==> config.mk <==
export PLATFORM = sky130hd
export DESIGN_NAME = mux_nx1_pipe
export DESIGN_NICKNAME = d
export VERILOG_FILES = /design/src/rtl/mux_nx1_pipe.sv
export SDC_FILE = /design/constraint.sdc
export NUM_CORES = 1
export LEC_CHECK = 0
export CAP_MARGIN = 20
export CORE_MARGIN = 5
export CORE_UTILIZATION = 28
export DETAILED_ROUTE_END_ITERATION = 12
export GPL_ROUTABILITY_DRIVEN = 0
export MAX_ROUTING_LAYER = met4
export PLACE_DENSITY_LB_ADDON = 0.15
export SYNTH_ARGS = -nofsm -noshare
export SYNTH_HDL_FRONTEND = slang
export SYNTH_SLANG_ARGS = --single-unit
==> constraint.sdc <==
create_clock -name clock_in -period 1.6 [get_ports clock_in]
set_input_delay 0.16 -clock clock_in [delete_from_list [all_inputs] [get_ports clock_in]]
set_output_delay 0.16 -clock clock_in [all_outputs]
set_load 0.005 [all_outputs]
==> src/rtl/mux_nx1_pipe.sv <==
// rtl/mux_nx1_pipe.sv - N:1 registered mux with valid/ready handshake and two-entry skid buffer
module mux_nx1_pipe #(
  parameter int WIDTH  = 32,
  parameter int NUM_IN = 4,
  parameter int SEL_W  = 2
) (
  input  logic                    clock_in,
  input  logic                    reset_n_in,
  input  logic [NUM_IN*WIDTH-1:0] values_in,
  input  logic [SEL_W-1:0]        select_in,
  input  logic                    valid_in,
  output logic                    ready_out,
  output logic [WIDTH-1:0]        value_out,
  output logic [SEL_W-1:0]        sel_out,
  output logic                    err_out,
  output logic                    valid_out,
  input  logic                    ready_in
);

  typedef enum logic [1:0] {
    EMPTY = 2'd0,
    ONE   = 2'd1,
    TWO   = 2'd2
  } state_t;

  state_t             state;
  logic [WIDTH-1:0]   main_data, skid_data;
  logic [SEL_W-1:0]   main_sel, skid_sel;
  logic               main_err, skid_err;
  logic [WIDTH-1:0]   word_data;
  logic               word_err;
  logic               accept, deliver;

  // Any select that matches no real input leaves the data zero and flags err.
  always_comb begin
    word_data = '0;
    word_err  = 1'b1;
    for (int i = 0; i < NUM_IN; i++) begin
      if (select_in == SEL_W'(i)) begin
        word_data = values_in[i*WIDTH +: WIDTH];
        word_err  = 1'b0;
      end
    end
  end

  assign ready_out = (state != TWO);
  assign valid_out = (state != EMPTY);
  assign accept    = valid_in && ready_out;
  assign deliver   = valid_out && ready_in;

  assign value_out = main_data;
  assign sel_out   = main_sel;
  assign err_out   = main_err;

  always_ff @(posedge clock_in or negedge reset_n_in) begin
    if (!reset_n_in) begin
      state     <= EMPTY;
      main_data <= '0;
      main_sel  <= '0;
      main_err  <= 1'b0;
      skid_data <= '0;
      skid_sel  <= '0;
      skid_err  <= 1'b0;
    end else begin
      case (state)
        EMPTY: begin
          if (accept) begin
            main_data <= word_data;
            main_sel  <= select_in;
            main_err  <= word_err;
            state     <= ONE;
          end
        end
        ONE: begin
          case ({deliver, accept})
            2'b11: begin
              main_data <= word_data;
              main_sel  <= select_in;
              main_err  <= word_err;
            end
            2'b10: state <= EMPTY;
            2'b01: begin
              skid_data <= word_data;
              skid_sel  <= select_in;
              skid_err  <= word_err;
              state     <= TWO;
            end
            default: ;
          endcase
        end
        TWO: begin
          // ready_out is low here, so only the skid-to-main move can happen.
          if (deliver) begin
            main_data <= skid_data;
            main_sel  <= skid_sel;
            main_err  <= skid_err;
            skid_data <= '0;
            skid_sel  <= '0;
            skid_err  <= 1'b0;
            state     <= ONE;
          end
        end
        default: state <= EMPTY;
      endcase
    end
  end

endmodule
* Yosys cells after proc, flatten, opt, wreduce, memory -nomap -nowiden
Index checks and enable logic that the tools add are counted. W data, S select, Z words.
Word-level totals: register bits after elaboration 72, bits of input ports 134, output and inout port bits 37, logic and storage cells 64
Operators by class: equality and inequality tests 14, multiplexer cells 33, reduce and logical (&&, ||, !) cells 10
Operator list (count):
- $mux W32 | 9
- $pmux W32 S3 | 1
- $pmux W32 S2 | 1
- $mux W2 | 7
- $pmux W2 S3 | 2
- $eq A2 B2 Y1 const B | 5
- $mux W1 | 9
- $ne A2 B2 Y1 const B | 4
- $pmux W2 S2 | 2
- $eq A2 B1 Y1 const B | 3
- $reduce_and A3 Y1 | 2
- $logic_not A2 Y1 | 2
- $reduce_and A4 Y1 | 1
- $reduce_bool A2 Y1 | 2
- $ne A3 B2 Y1 const B | 1
- $pmux W1 S3 | 1
- $reduce_bool A3 Y1 | 1
- $logic_and A1 B1 Y1 | 2
- $ne A2 B1 Y1 const B | 1
- $pmux W1 S2 | 1

* Logic depth before layout (Yosys ltp)
Gate-level depths: netlist of run 1.
depth in word-level cells 7, gate-level depth with buffers 7, gate-level depth less buffers 4

* Worst setup path before layout of run 1
Ideal clock, no wire load.
kind register to register, start register state[1], end register main_data[19], in the netlist value_out[19], library setup time 0.088 ns, data arrival time 1.347 ns, required time 1.512 ns, path slack 0.164 ns, stages on the path, launching flop included 7, buffers on the path 2, clock period less this slack 1.436 ns, cells stage by stage dfrtp_1 -> nor2b_1 -> buf_4 -> inv_2 -> clkbuf_1 -> nand3_1 -> a41oi_1
Between the ends: word-level cells in the longest chain between the ends 5, elaborated cells between the ends (all ways) 14, classes of those cells 7 x eq/ne; 1 x mux; 6 x reduce/logical
RTL lines:
- from (decl) | RTL line 26 | state_t state;
- from (signal assigned) | RTL line 57 | state <= EMPTY;
- from (signal assigned) | RTL line 71 | state <= ONE;
- from (signal assigned) | RTL line 81 | 2'b10: state <= EMPTY;
- $ne A2 B2 Y1 / $reduce_bool A2 Y1 (equally long branches) | RTL line 46, 47
- $logic_and A1 B1 Y1, on equally long branches | RTL line 48, 49
- $eq A2 B2 Y1 | RTL line 75 | case ({deliver, accept})
- $ne A2 B1 Y1 (no line)
- $reduce_and A4 Y1 (no line)
- to (signal assigned) | RTL line 68 | main_data <= word_data;
- to (signal assigned) | RTL line 77 | main_data <= word_data;
- to (signal assigned) | RTL line 94 | main_data <= skid_data;
- to (decl) | RTL line 27 | logic [WIDTH-1:0] main_data, skid_data;
Several ways; a longest one is shown, not always the timed one. A chain may end at the register's enable or synchronous reset.

* Final worst setup path of run 1
start register state[0], end register skid_data[30]
Between the ends: word-level cells in the longest chain between the ends 5, elaborated cells between the ends (all ways) 12, classes of those cells 6 x eq/ne; 1 x mux; 5 x reduce/logical
RTL lines:
- $ne A2 B2 Y1 / $reduce_bool A2 Y1 (equally long branches) | RTL line 46, 47
- $logic_and A1 B1 Y1, on equally long branches | RTL line 48, 49
- $eq A2 B1 Y1 | RTL line 75
- $ne A2 B2 Y1 (no line)
- $reduce_and A3 Y1 (no line)
- to (signal assigned) | RTL line 83 | skid_data <= word_data;
- to (decl) | RTL line 27
Several ways; a longest one is shown, not always the timed one.

==> metrics.txt, run 1 <==
CP startpoint=state[0]; root buffer cell=clkbuf_16; sequential power share=36.9%; io pins=171; Total GRT Usage=17.58%; first-pass GRT wire length=24750 um; Tmin final=1.561 ns; ANT nets after route=0; crit end category=register; Synth top area share=40.75%; initial antenna violation count=0; post-detail-place hpwl=11240 um; level count of the clock H-tree=3; Area Overhead vs Synth=57.30%; Max Freq=0.6405 GHz; Mapped Area=0.004422 mm^2; NetSw=2.535 mW; vias per cell=5.301; First-pass DRT Iterations=5; core area=0.01571 mm^2; clock-pin slew on the worst setup and hold paths=0.06 ns; max-cap violations=0; Die X=135.7 um; Core Util, Final=44.27%; LEAKAGE=2.511 nW; synth top area cells=dfrtp_1, mux2_2, nand3_1; critical path's slowest cell=dfrtp_2; WP data required=1.84 ns; CTS Buf Count=9; number of global-route vias before repair=4484; Congestion Overflow GR=0; unrepaired setup endpoints after global routing=yes; clock tree from TritonCTS=done; Max-slew headroom=70.84%; die height=135.7 um; DRT iter0 DRCs=376; power per cell area=1174 mW/mm^2; Reg-to-Reg Start=state[0]; Post-Route Skew=0.006028 ns; Place WS=-0.1173 ns; Critical Path Start Type=register; Worst path max stage delay=0.41 ns; Ys Warns=0; Gate power share=38.0%; Synth Area per Inst=9.826 um^2; Syn Inst Count=450; switching share of power=31.04%; Pins Over Slew Limit=0; worst path arrival time=1.80 ns; Hold WS=0.2243 ns; peak supply drop=525.4 uV; final setup vio count=0; delay-heaviest family, CP=buffers and inverters; Crit path depth=6; WP buf/inv=3; CP dominant cell by count=buf_4; diode count=0; Worst Path Max Fanout=16; r2r endpoint=skid_data[30]; Core Rows=46; final setup margin=0.03873 ns; reg2reg path depth=6; pin count of the biggest net entering global routing=50; Netlist cell types=29; total number of vias=4432; # nets final=749; drt wl/cell=19.28 um; I/O Buffers=170; Critical Path, Cell by Cell=buf_4, nor4bb_4, buf_4, or2_4, buf_12, a31oi_1; area leader, netlist=dfrtp_1; Clk Latency, worst-skew pair=0.33 ns; Residual DRC=0; Initial Util=28.14%; clock power share=25.0%; clk sink count=72; FF+latch count, synth=72; FF-to-FF setup slack=0.04 ns; critical path class=register to register; DRT Wirelength=16120 um; worst min path class=input pin to async pin; final hold vios=0; Max clock buf depth=2; Filler Cell Count=1504; share of cells above drive strength 1=24.84%; Internal Dissipation=5.632 mW; Synth Net Count=584; outcome=finished clean; final period utilization=97.58%; Die Footprint=0.01841 mm^2; sequential element share of the synthesized area=40.75%; Worst Max-Slew Pin Slew=0.4370 ns; Setup crit end=skid_data[30]
==> cell usage after synthesis, drive strengths merged <==
cell	instances
nand2	38
a211oi	34
nor3	32
o22ai	1
o21ai	1
nand2b	2
nor4bb	1
a221oi	2
inv	5
a31oi	34
and3b	1
clkbuf	19
a21oi	4
mux2i	1
nand3	65
buf	34
a21o	1
dfrtp	72
nor2b	3
mux2	64
or2	2
a41oi	32
nor2	2
==> layer usage <==
layer | vias to the layer above | share of wire (%) | GRT usage (%)
li1 | 2055 | - | -
met1 | 2142 | 46 | 23.95
met2 | 215 | 45 | 26.11
met3 | 20 | 8.0 | 4.681
met4 | 0 | 1.3 | 4.311
met5 | - | 0 | -
==> power by group through the flow <==
stage               sequential (mW)  clock, mW  combinational, mW
floorplan                      2.94          0               1.47
global placement               3.02          0               2.83
detailed placement             3.05          0               2.91
CTS                            3.01       2.07               2.95
global route                   3.11       2.17               3.38
finish                         3.02       2.04               3.11
==> state kept, by name (all words and copies together), names as in the netlist <==
signal     cells
skid_err       1
sel_out        2
value_out     32
state          2
skid_data     32
skid_sel       2
err_out        1
==> worst reg2reg max path, stage by stage, from the launching register on <==
cell,delay (ns)
dfrtp_2,0.41
buf_4,0.16
nor4bb_4,0.14
buf_4,0.16
or2_4,0.26
buf_12,0.17
a31oi_1,0.16
==> layout make-up <==
class | count | area, um^2 | area share, %
clock inverters | 3 | 40.04 | 0.5756
flip-flops and latches | 72 | 1804 | 25.94
inverters | 5 | 18.77 | 0.2698
well taps | 216 | 270.3 | 3.886
clock buffers | 13 | 260.3 | 3.742
multi-input cells | 320 | 2452 | 35.26
repair buffers | 207 | 2110 | 30.33
==> cells in the final DEF, fill, tap and decap left out, types with 4 or more instances in the layout <==
cell	n
nor3_1	32
clkbuf_16	9
a31oi_1	20
a211oi_1	33
clkdlybuf4s50_1	165
dfrtp_1	70
inv_1	4
a31oi_2	14
a41oi_1	21
buf_12	9
nand3_1	65
nand2_1	38
buf_4	20
a41oi_2	11
buf_6	6
a21oi_1	4
mux2_2	64
==> timing repair <==
action | in CTS | in global routing
setup buffers | 2 | 2
hold endpoints to repair | 50 | 0
endpoints found under the setup margin | 2 | 62
pin swaps | 0 | 2
hold buffers | 1 | 0
cloned | 0 | 1
resized for setup | 4 | 36
==> how the worst min path moves through the flow <==
stage	endpoint	cells after the start	slack, ns	startpoint
global route	skid_data[27]	2	0.25	reset_n_in
CTS	skid_data[27]	2	0.23	reset_n_in
detailed placement	skid_data[27]	1	0.03	reset_n_in
global placement	skid_data[27]	1	0.03	reset_n_in
finish	value_out[27]	2	0.22	reset_n_in
floorplan	err_out	0	-0.14	reset_n_in
==> through the flow <==
stage	area (um^2)	setup TNS [ns]	instances	power [mW]
2_1_floorplan	4422	0	450	4.407
3_3_place_gp	6431	-3.708	814	5.853
3_5_place_dp	6431	-5.037	814	5.957
4_1_cts	6756	-0.2076	833	8.027
5_1_grt	6955	-0.02425	836	8.659
6_report	6955	0	836	8.167
==> cells by family (layout without fill, tap and decap cells) <==
family	count (synthesis)	in the layout	share of synthesized area [%]
simple gates	146	146	15.79
flops	72	72	40.75
buf+inv	58	228	7.045
compound gates	109	109	19.89
mux	65	65	16.53
Power figures use the tool's default switching activity.
==> run 2: changes to the inputs <==
--- a/config.mk
+++ b/config.mk
@@ -9,7 +9,7 @@
 export CORE_MARGIN = 5
 export CORE_UTILIZATION = 28
 export DETAILED_ROUTE_END_ITERATION = 12
-export GPL_ROUTABILITY_DRIVEN = 0
+export GPL_ROUTABILITY_DRIVEN = 1
 export MAX_ROUTING_LAYER = met4
 export PLACE_DENSITY_LB_ADDON = 0.15
 export SYNTH_ARGS = -nofsm -noshare
==> results of run 2 <==
No change in the layout: final DEF, timing and power equal those of run 1.
